**config.mk**
```make
export PLATFORM = sky130hd
export DESIGN_NAME = data_memory_param
export DESIGN_NICKNAME = d
export VERILOG_FILES = /design/src/rtl/data_memory_param.sv
export SDC_FILE = /design/constraint.sdc
export NUM_CORES = 2
export LEC_CHECK = 0
export ABC_CLOCK_PERIOD_IN_PS = 6200
export CAP_MARGIN = 10
export CORE_ASPECT_RATIO = 0.8
export CORE_MARGIN = 2
export CORE_UTILIZATION = 55
export CTS_CLUSTER_SIZE = 40
export DETAILED_ROUTE_END_ITERATION = 7
export PLACE_DENSITY_LB_ADDON = 0.3
export SLEW_MARGIN = 20
export SYNTH_ARGS = -nofsm -noshare
export SYNTH_HDL_FRONTEND = slang
export SYNTH_SLANG_ARGS = --single-unit
export TNS_END_PERCENT = 100
```
**constraint.sdc**
```tcl
create_clock -name clk -period 6.2 [get_ports clk]
set_input_delay 1.24 -clock clk [delete_from_list [all_inputs] [get_ports clk]]
set_output_delay 1.24 -clock clk [all_outputs]
set_load 0.01 [all_outputs]
```
**src/rtl/data_memory_param.sv**
```systemverilog
`default_nettype none
// +----------------------------------------------------------------------------+
// | Module      : data_memory_param                                            |
// | Description : Parametrised word-addressed data memory for the single-cycle |
// |               core. Byte-lane write strobes, registered 1-cycle reads with |
// |               a valid pulse, power-up clear sequencing and out-of-range    |
// |               address detection.                                           |
// | Macro       : DATAMEM_BYPASS_EN - when defined, a read and a write to the  |
// |               same address in one cycle return write-first data per lane;  |
// |               otherwise the read returns the pre-write word.               |
// | Ports       : clk, rst_n (sync, active-low)                                |
// |               mem_write, mem_read      request strobes                     |
// |               endereco [ADDR_W]        word address                        |
// |               byte_en [DATA_W/8]       write lane strobes                  |
// |               valor_escrita [DATA_W]   write data                          |
// |               valor_saida [DATA_W]     registered read data                |
// |               valor_valido             read-complete pulse                 |
// |               pronto                   1 = accepting requests              |
// |               erro_endereco            out-of-range request pulse          |
// | Revision    : 1.0 - initial release                                        |
// +----------------------------------------------------------------------------+
module data_memory_param #(
   parameter int DATA_W = 32,
   parameter int ADDR_W = 6,
   parameter int DEPTH  = 64
) (
   input  logic                clk,
   input  logic                rst_n,
   input  logic                mem_write,
   input  logic                mem_read,
   input  logic [ADDR_W-1:0]   endereco,
   input  logic [DATA_W/8-1:0] byte_en,
   input  logic [DATA_W-1:0]   valor_escrita,
   output logic [DATA_W-1:0]   valor_saida,
   output logic                valor_valido,
   output logic                pronto,
   output logic                erro_endereco
);

   localparam int c_LANES = DATA_W / 8;
   localparam int c_IDX_W = (DEPTH > 1) ? $clog2(DEPTH) : 1;
   // One extra bit so DEPTH == 2**ADDR_W is representable in the range compare.
   localparam logic [ADDR_W:0]    c_DEPTH = (ADDR_W + 1)'(DEPTH);
   localparam logic [c_IDX_W-1:0] c_LAST  = c_IDX_W'(DEPTH - 1);

   typedef enum logic [0:0] {
      S_CLEAR = 1'b0,
      S_IDLE  = 1'b1
   } state_t;

   state_t               state_q, state_d;
   logic [c_IDX_W-1:0]   clr_cnt_q, clr_cnt_d;
   logic [DATA_W-1:0]    mem_q [DEPTH];
   logic [DATA_W-1:0]    saida_q, saida_d;
   logic                 valido_q, valido_d;
   logic                 erro_q, erro_d;

   logic                 w_in_range;
   logic                 w_wr_en;
   logic [c_IDX_W-1:0]   w_idx;
   logic [DATA_W-1:0]    w_lane_mask;
   logic [DATA_W-1:0]    w_stored;
   logic [DATA_W-1:0]    w_merged;

   // Truncation is lossless whenever the address is in range; out-of-range
   // addresses never reach the array because every use is gated by w_in_range.
   assign w_in_range = ({1'b0, endereco} < c_DEPTH);
   assign w_idx      = endereco[c_IDX_W-1:0];
   assign w_stored   = w_in_range ? mem_q[w_idx] : '0;

   always_comb begin
      w_lane_mask = '0;
      for (int i = 0; i < c_LANES; i++) begin
         w_lane_mask[8*i +: 8] = {8{byte_en[i]}};
      end
   end

   assign w_merged = (w_stored & ~w_lane_mask) | (valor_escrita & w_lane_mask);
   assign w_wr_en  = (state_q == S_IDLE) && mem_write && w_in_range;

   // Next-state and registered-output logic.
   always_comb begin
      state_d   = state_q;
      clr_cnt_d = clr_cnt_q;
      saida_d   = saida_q;
      valido_d  = 1'b0;
      erro_d    = 1'b0;
      case (state_q)
         S_CLEAR: begin
            clr_cnt_d = clr_cnt_q + 1'b1;
            if (clr_cnt_q == c_LAST) begin
               state_d   = S_IDLE;
               clr_cnt_d = '0;
            end
         end
         S_IDLE: begin
            if (mem_read) begin
               valido_d = 1'b1;
               if (!w_in_range) begin
                  saida_d = '0;
               end
`ifdef DATAMEM_BYPASS_EN
               // Only one address port, so read+write is always same-address.
               else if (mem_write) begin
                  saida_d = w_merged;
               end
`endif
               else begin
                  saida_d = w_stored;
               end
            end
            erro_d = (mem_read || mem_write) && !w_in_range;
         end
         default: begin
            state_d   = S_CLEAR;
            clr_cnt_d = '0;
         end
      endcase
   end

   always_ff @(posedge clk) begin
      if (!rst_n) begin
         state_q   <= S_CLEAR;
         clr_cnt_q <= '0;
         saida_q   <= '0;
         valido_q  <= 1'b0;
         erro_q    <= 1'b0;
      end else begin
         state_q   <= state_d;
         clr_cnt_q <= clr_cnt_d;
         saida_q   <= saida_d;
         valido_q  <= valido_d;
         erro_q    <= erro_d;
      end
   end

   // Storage has no reset of its own; the clear sequence zeroes it instead,
   // so a cycle with rst_n low neither clears nor writes.
   always_ff @(posedge clk) begin
      if (rst_n) begin
         if (state_q == S_CLEAR) begin
            mem_q[clr_cnt_q] <= '0;
         end else if (w_wr_en) begin
            mem_q[w_idx] <= w_merged;
         end
      end
   end

   assign valor_saida   = saida_q;
   assign valor_valido  = valido_q;
   assign erro_endereco = erro_q;
   assign pronto        = (state_q == S_IDLE);

endmodule
`default_nettype wire

```
# Word level (Yosys, flattened, before mapping)
# Memories as Yosys holds them, arrays and structs flattened.
# Index checks and enable logic that the tools add are counted.
[word_totals]
regBits = 40
ramBits = 2048
in_bits = 46
output_inout_bits = 35
elab_cells = 29
mem_count = 1
[classes]
addsub = 1
eq_ne = 1
muxes = 14
bitwise_logic = 4
reduce_logical = 4
[mem_list]
columns = ["memory", "words", "word_bits", "rd", "rd_ports_with_merged_regs", "write_ports", "line", "text"]
rows = [
  ["mem_q", 64, 32, 1, 0, 1, "53", "logic [DATA_W-1:0] mem_q [DEPTH];"],
]
[ops]
columns = ["cell", "count"]
rows = [
  ["32-bit bitwise AND", 2],
  ["32-bit two-way mux", 1],
  ["32-bit NOT", 1],
  ["32-bit OR", 1],
  ["32-bit OR reduction", 1],
  ["6-bit two-way mux", 2],
  ["1-bit two-way mux", 11],
  ["6-bit by 1-bit adder with 6-bit output (second input constant)", 1],
  ["6-bit == test (second input constant)", 1],
  ["2-bit AND reduction", 2],
  ["1-bit logical AND", 1],
]

# Logic depth before layout (Yosys ltp)
[logic_depth]
ltp_word = 7
mapped_depth = 11
depth_no_buf = 6

# Least setup slack after synthesis
# Ideal clock, no wire load.
[synth_timing]
path_type = "input to register"
from = "in endereco[1]"
to = "mem mem_q[0][4] (data pin)"
setup_time_ps = 719
arrival_time_ps = 5130
required_ps = 5481
setup_slack_ps = 351
stages = 8
n_path_buf = 3
path_cell_list = "buf_2 -> buf_4 -> or3_1 -> buf_1 -> o221ai_1 -> a211oi_1 -> a21o_1 -> o31ai_1"
[synth_between]
elab_chain_cells = 4
[synth_rtl]
columns = ["item", "line", "text"]
rows = [
  ["start: declaration", "31", "input logic [ADDR_W-1:0] endereco,"],
  ["memory read 64 x 32 bit", "--", ""],
  ["32-bit bitwise AND", "78", "assign w_merged = (w_stored & ~w_lane_mask) | (valor_escrita & w_lane_mask);"],
  ["32-bit OR", "78", ""],
  ["32-bit two-way mux (no line)", "--", ""],
  ["end: declaration", "53", ""],
]
# Every way passes these cells.

# Worst setup path after layout
[layout_timing]
from = "in endereco[5]"
to = "mem mem_q[8][22] (data pin)"
# Same word-level chain as after synthesis.

==> results.cfg <==
[run_status]
outcome = finished clean

[route]
ant_nets = 0
vias_per_cell = 6.570
routed-via-count = 45630
routed_wl_um = 230000
drc = 0
wl_per_cell_um = 33.11
drtIter0Drc = 6709
drtPass1Iterations = 8

[floorplanning]
die_w_um = 433.6
core_sq_um = 147100
fp.dieH_um = 347.6
dieArea_sq_um = 150700
io_pins = 81
fp-row-count = 126
start_util_pct = 55.20

[power_and_ir_drop]
p_sw_share_pct = 20.92
powerDensity_nw_per_um2 = 300.0
p_sw_mw = 5.810
combPwrFrac_pct = 3.8
internal-power_mw = 21.96
power_frac_seq_pct = 55.1
clkPwrFrac_pct = 41.1
p_leak_nw = 32.28
ir_drop_v = 0.0003197

[yosys]
seq_area_frac_synth_pct = 76.73
yosys_most_used_dff = edfxtp_1
synth_top_family_by_area = multiplexers
synth_compound_gate_area_share_pct = 4.794
synth_area_sq_um = 81190
synth_simple_gate_area_share_pct = 3.595
syn_avg_cell_area_sq_um = 17.85
synthXorXnorAreaFrac_pct = 0.02158
yosysTopAreaCellShare_pct = 75.75
syn_inst = 4549
synth.distinct_cells = 64
muxShareOfSynthArea_pct = 12.96
yosys.area.top_type = edfxtp_1
synthAdderAreaFrac_pct = 0.01541
synth_enable_flop_cells = 2048
ys_top_cells_by_area = edfxtp_1, mux2i_1, mux4_2
synth-async-reset-ratio_pct = 0
yosysWarnings = 0
synth-seq-cells = 2088
syn_nets = 4596

[min_path]
hp-class = flop to flop

[placed_design]
io_buffers = 79
hpwlAfterDp_um = 134900
place_inst = 6588
place.gp.congestion = 0.8840
place_ws_ns = 0.7351

[clock_tree]
cts_setup_buffers = 0
h-tree-depth = 4
cts_max_path_buffers = 3
numCtsBuffers = 194
cts_root_buf = clkbuf_16
cts_hold_buf = 0
insertion_delay_ns = 0.83
path_clk_slew_ns = 0.06
cts.sinks = 2088
postCtsResizedCells = 0
cts_tree = built

[global_route]
grt_pass1_wl_um = 324100
grt.total_usage_pct = 30.54
grt_max_degree = 92
antenna_found_initial = 7
gr-total-overflow = 0
grt_pass1_vias = 43580

[timing]
finClkSkew_ns = 0.02668
layout_setup_ws_ns = 1.334
post-route-period-util_pct = 78.48
fmax_mhz = 205.5
layout_min_cycle_time_ns = 4.866
relSlewSlack_pct = 19.60
setup_tns_ns = 0
grt_setup_unrepaired = false
hold_viol_final = 0
whs_ns = 0.4525
worstMarginPinSlew_ns = 1.206
drv_slew = 0
finalSetupViolCount = 0

[finish]
fin_nets = 4847
fillCellCount = 9978
syn2layout_area_growth_pct = 14.04
layout_common_cells = edfxtp_1, mux2i_1, clkbuf_16
layout-drive-gt1-share_pct = 14.89
stdcell_count = 6946
layout_commonest_cell = edfxtp_1

[worst_setup_path]
crit_end = mem_q[8][22]$_DFFE_PP_
cp-start-kind = input port
critPathLaunch = endereco[5]
path_cells = buf_2 > buf_4 > nand2_1 > o2bb2ai_1 > nand2_1 > nand4_1 > o21ai_1 > o21ai_4 > buf_4
critPathRequiredTime_ns = 6.83
ff2ff_setup_slack_ns = 1.98
endpoint_kind = flop
slowest_stage = o21ai_4
slowest_delay_ns = 0.71
crit_arrival_ns = 5.50
setup.worst_path.class = input port to flop
r2r-end = mem_q[14][15]$_DFFE_PP_
rr_worst_depth = 6
reg2reg_from = pronto$_SDFF_PN0_
worst-path-max-fanout = 33

[flow_run]
maxCapViolations = 0
-- synthesized netlist by cell type, types with 4 or more instances --
master    count
mux4_2       79
nand3_1     149
o21ai_0      79
a211oi_1     10
nand2_1     142
and2_1        6
o21ai_1      37
buf_6        19
nand2b_1     11
o41ai_2       4
nor4_1       25
nor2b_1      14
a31oi_1       7
edfxtp_1   2048
mux2i_1     862
nor2_1      187
buf_4        60
o22ai_1     132
nand4_1      36
buf_2        57
clkbuf_1    106
o31ai_1       5
inv_1         4
a22oi_1     178
o221ai_1      8
mux2_2       10
buf_1        19
nor3_1       37
o21a_1        4
a22o_1       13
dfxtp_1      40
a21oi_1     109
-- per-layer routing --
layer  track usage (%)  vias to the layer above  part of all wire, %
met5                 0                        -               0.0057
met1             43.86                    23340                   38
met3             7.517                      526                   13
li1                  -                    18700                    -
met4             12.05                        2                  4.4
met2             45.34                     3067                   45
-- logic make-up after synthesis --
family / count (synthesis)
AOI/OAI and AO/OA: 604
buffers and inverters: 273
DFF: 2088
xor gates and xnor gates: 2
and+or+nand+nor: 629
muxes: 951
other: 1
adders and majority gates: 1
-- sequential cells by signal, summed over array words and instances (netlist names) --
register and flops:
valor_valido 1, mem_q 2048, pronto 1, clr_cnt_q 6, valor_saida 32
-- critical path, delay by kind of cell --
kind | cells | cell delay (ns)
buf+inv | 3 | 1.49
compound gates | 3 | 1.57
simple gates | 3 | 1.12
-- area by class of cell --
cell class	count	area [sq um]	area share, %
clock buffer	250	5303	5.727
timing repair buffer	322	3346	3.613
antenna	5	12.51	0.01351
multi-input combinational	2188	18380	19.85
tap	1984	2482	2.681
clock inverter	103	747.0	0.8067
sequential	2088	62300	67.28
inverter	6	22.52	0.02432
-- power groups by stage --
stage          Sequential, mW  Clock [mW]  Combinational [mW]
6_report                 15.3        11.4                1.05
5_1_grt                  15.3        12.0                1.07
4_1_cts                  15.3        11.5                1.02
3_5_place_dp             15.6           0                1.02
3_3_place_gp             15.6           0                1.01
2_1_floorplan            15.6           0               0.617
-- per-stage QoR --
step	instance area, sq um	power, mW	utilization [%]
6_report	92590	27.77	62.95
5_1_grt	92590	28.42	62.95
4_1_cts	92560	27.82	62.93
3_5_place_dp	86510	16.63	58.82
3_3_place_gp	86450	16.63	58.78
2_1_floorplan	81190	16.23	-
-- how the worst min path moves through the flow --
stage,from,endpoint,slack [ns],cells past startpoint
floorplan,valor_saida[8]$_SDFFE_PN0P_,valor_saida[8]$_SDFFE_PN0P_,0.47,2
detailed placement,valor_saida[21]$_SDFFE_PN0P_,valor_saida[21]$_SDFFE_PN0P_,0.44,2
global route,valor_saida[28]$_SDFFE_PN0P_,valor_saida[28]$_SDFFE_PN0P_,0.49,2
CTS,valor_saida[21]$_SDFFE_PN0P_,valor_saida[21]$_SDFFE_PN0P_,0.46,2
finish,valor_saida[21]$_SDFFE_PN0P_,valor_saida[21]$_SDFFE_PN0P_,0.45,2
global placement,valor_saida[21]$_SDFFE_PN0P_,valor_saida[21]$_SDFFE_PN0P_,0.44,2
Note: power is estimated with default switching activity, not from simulation.
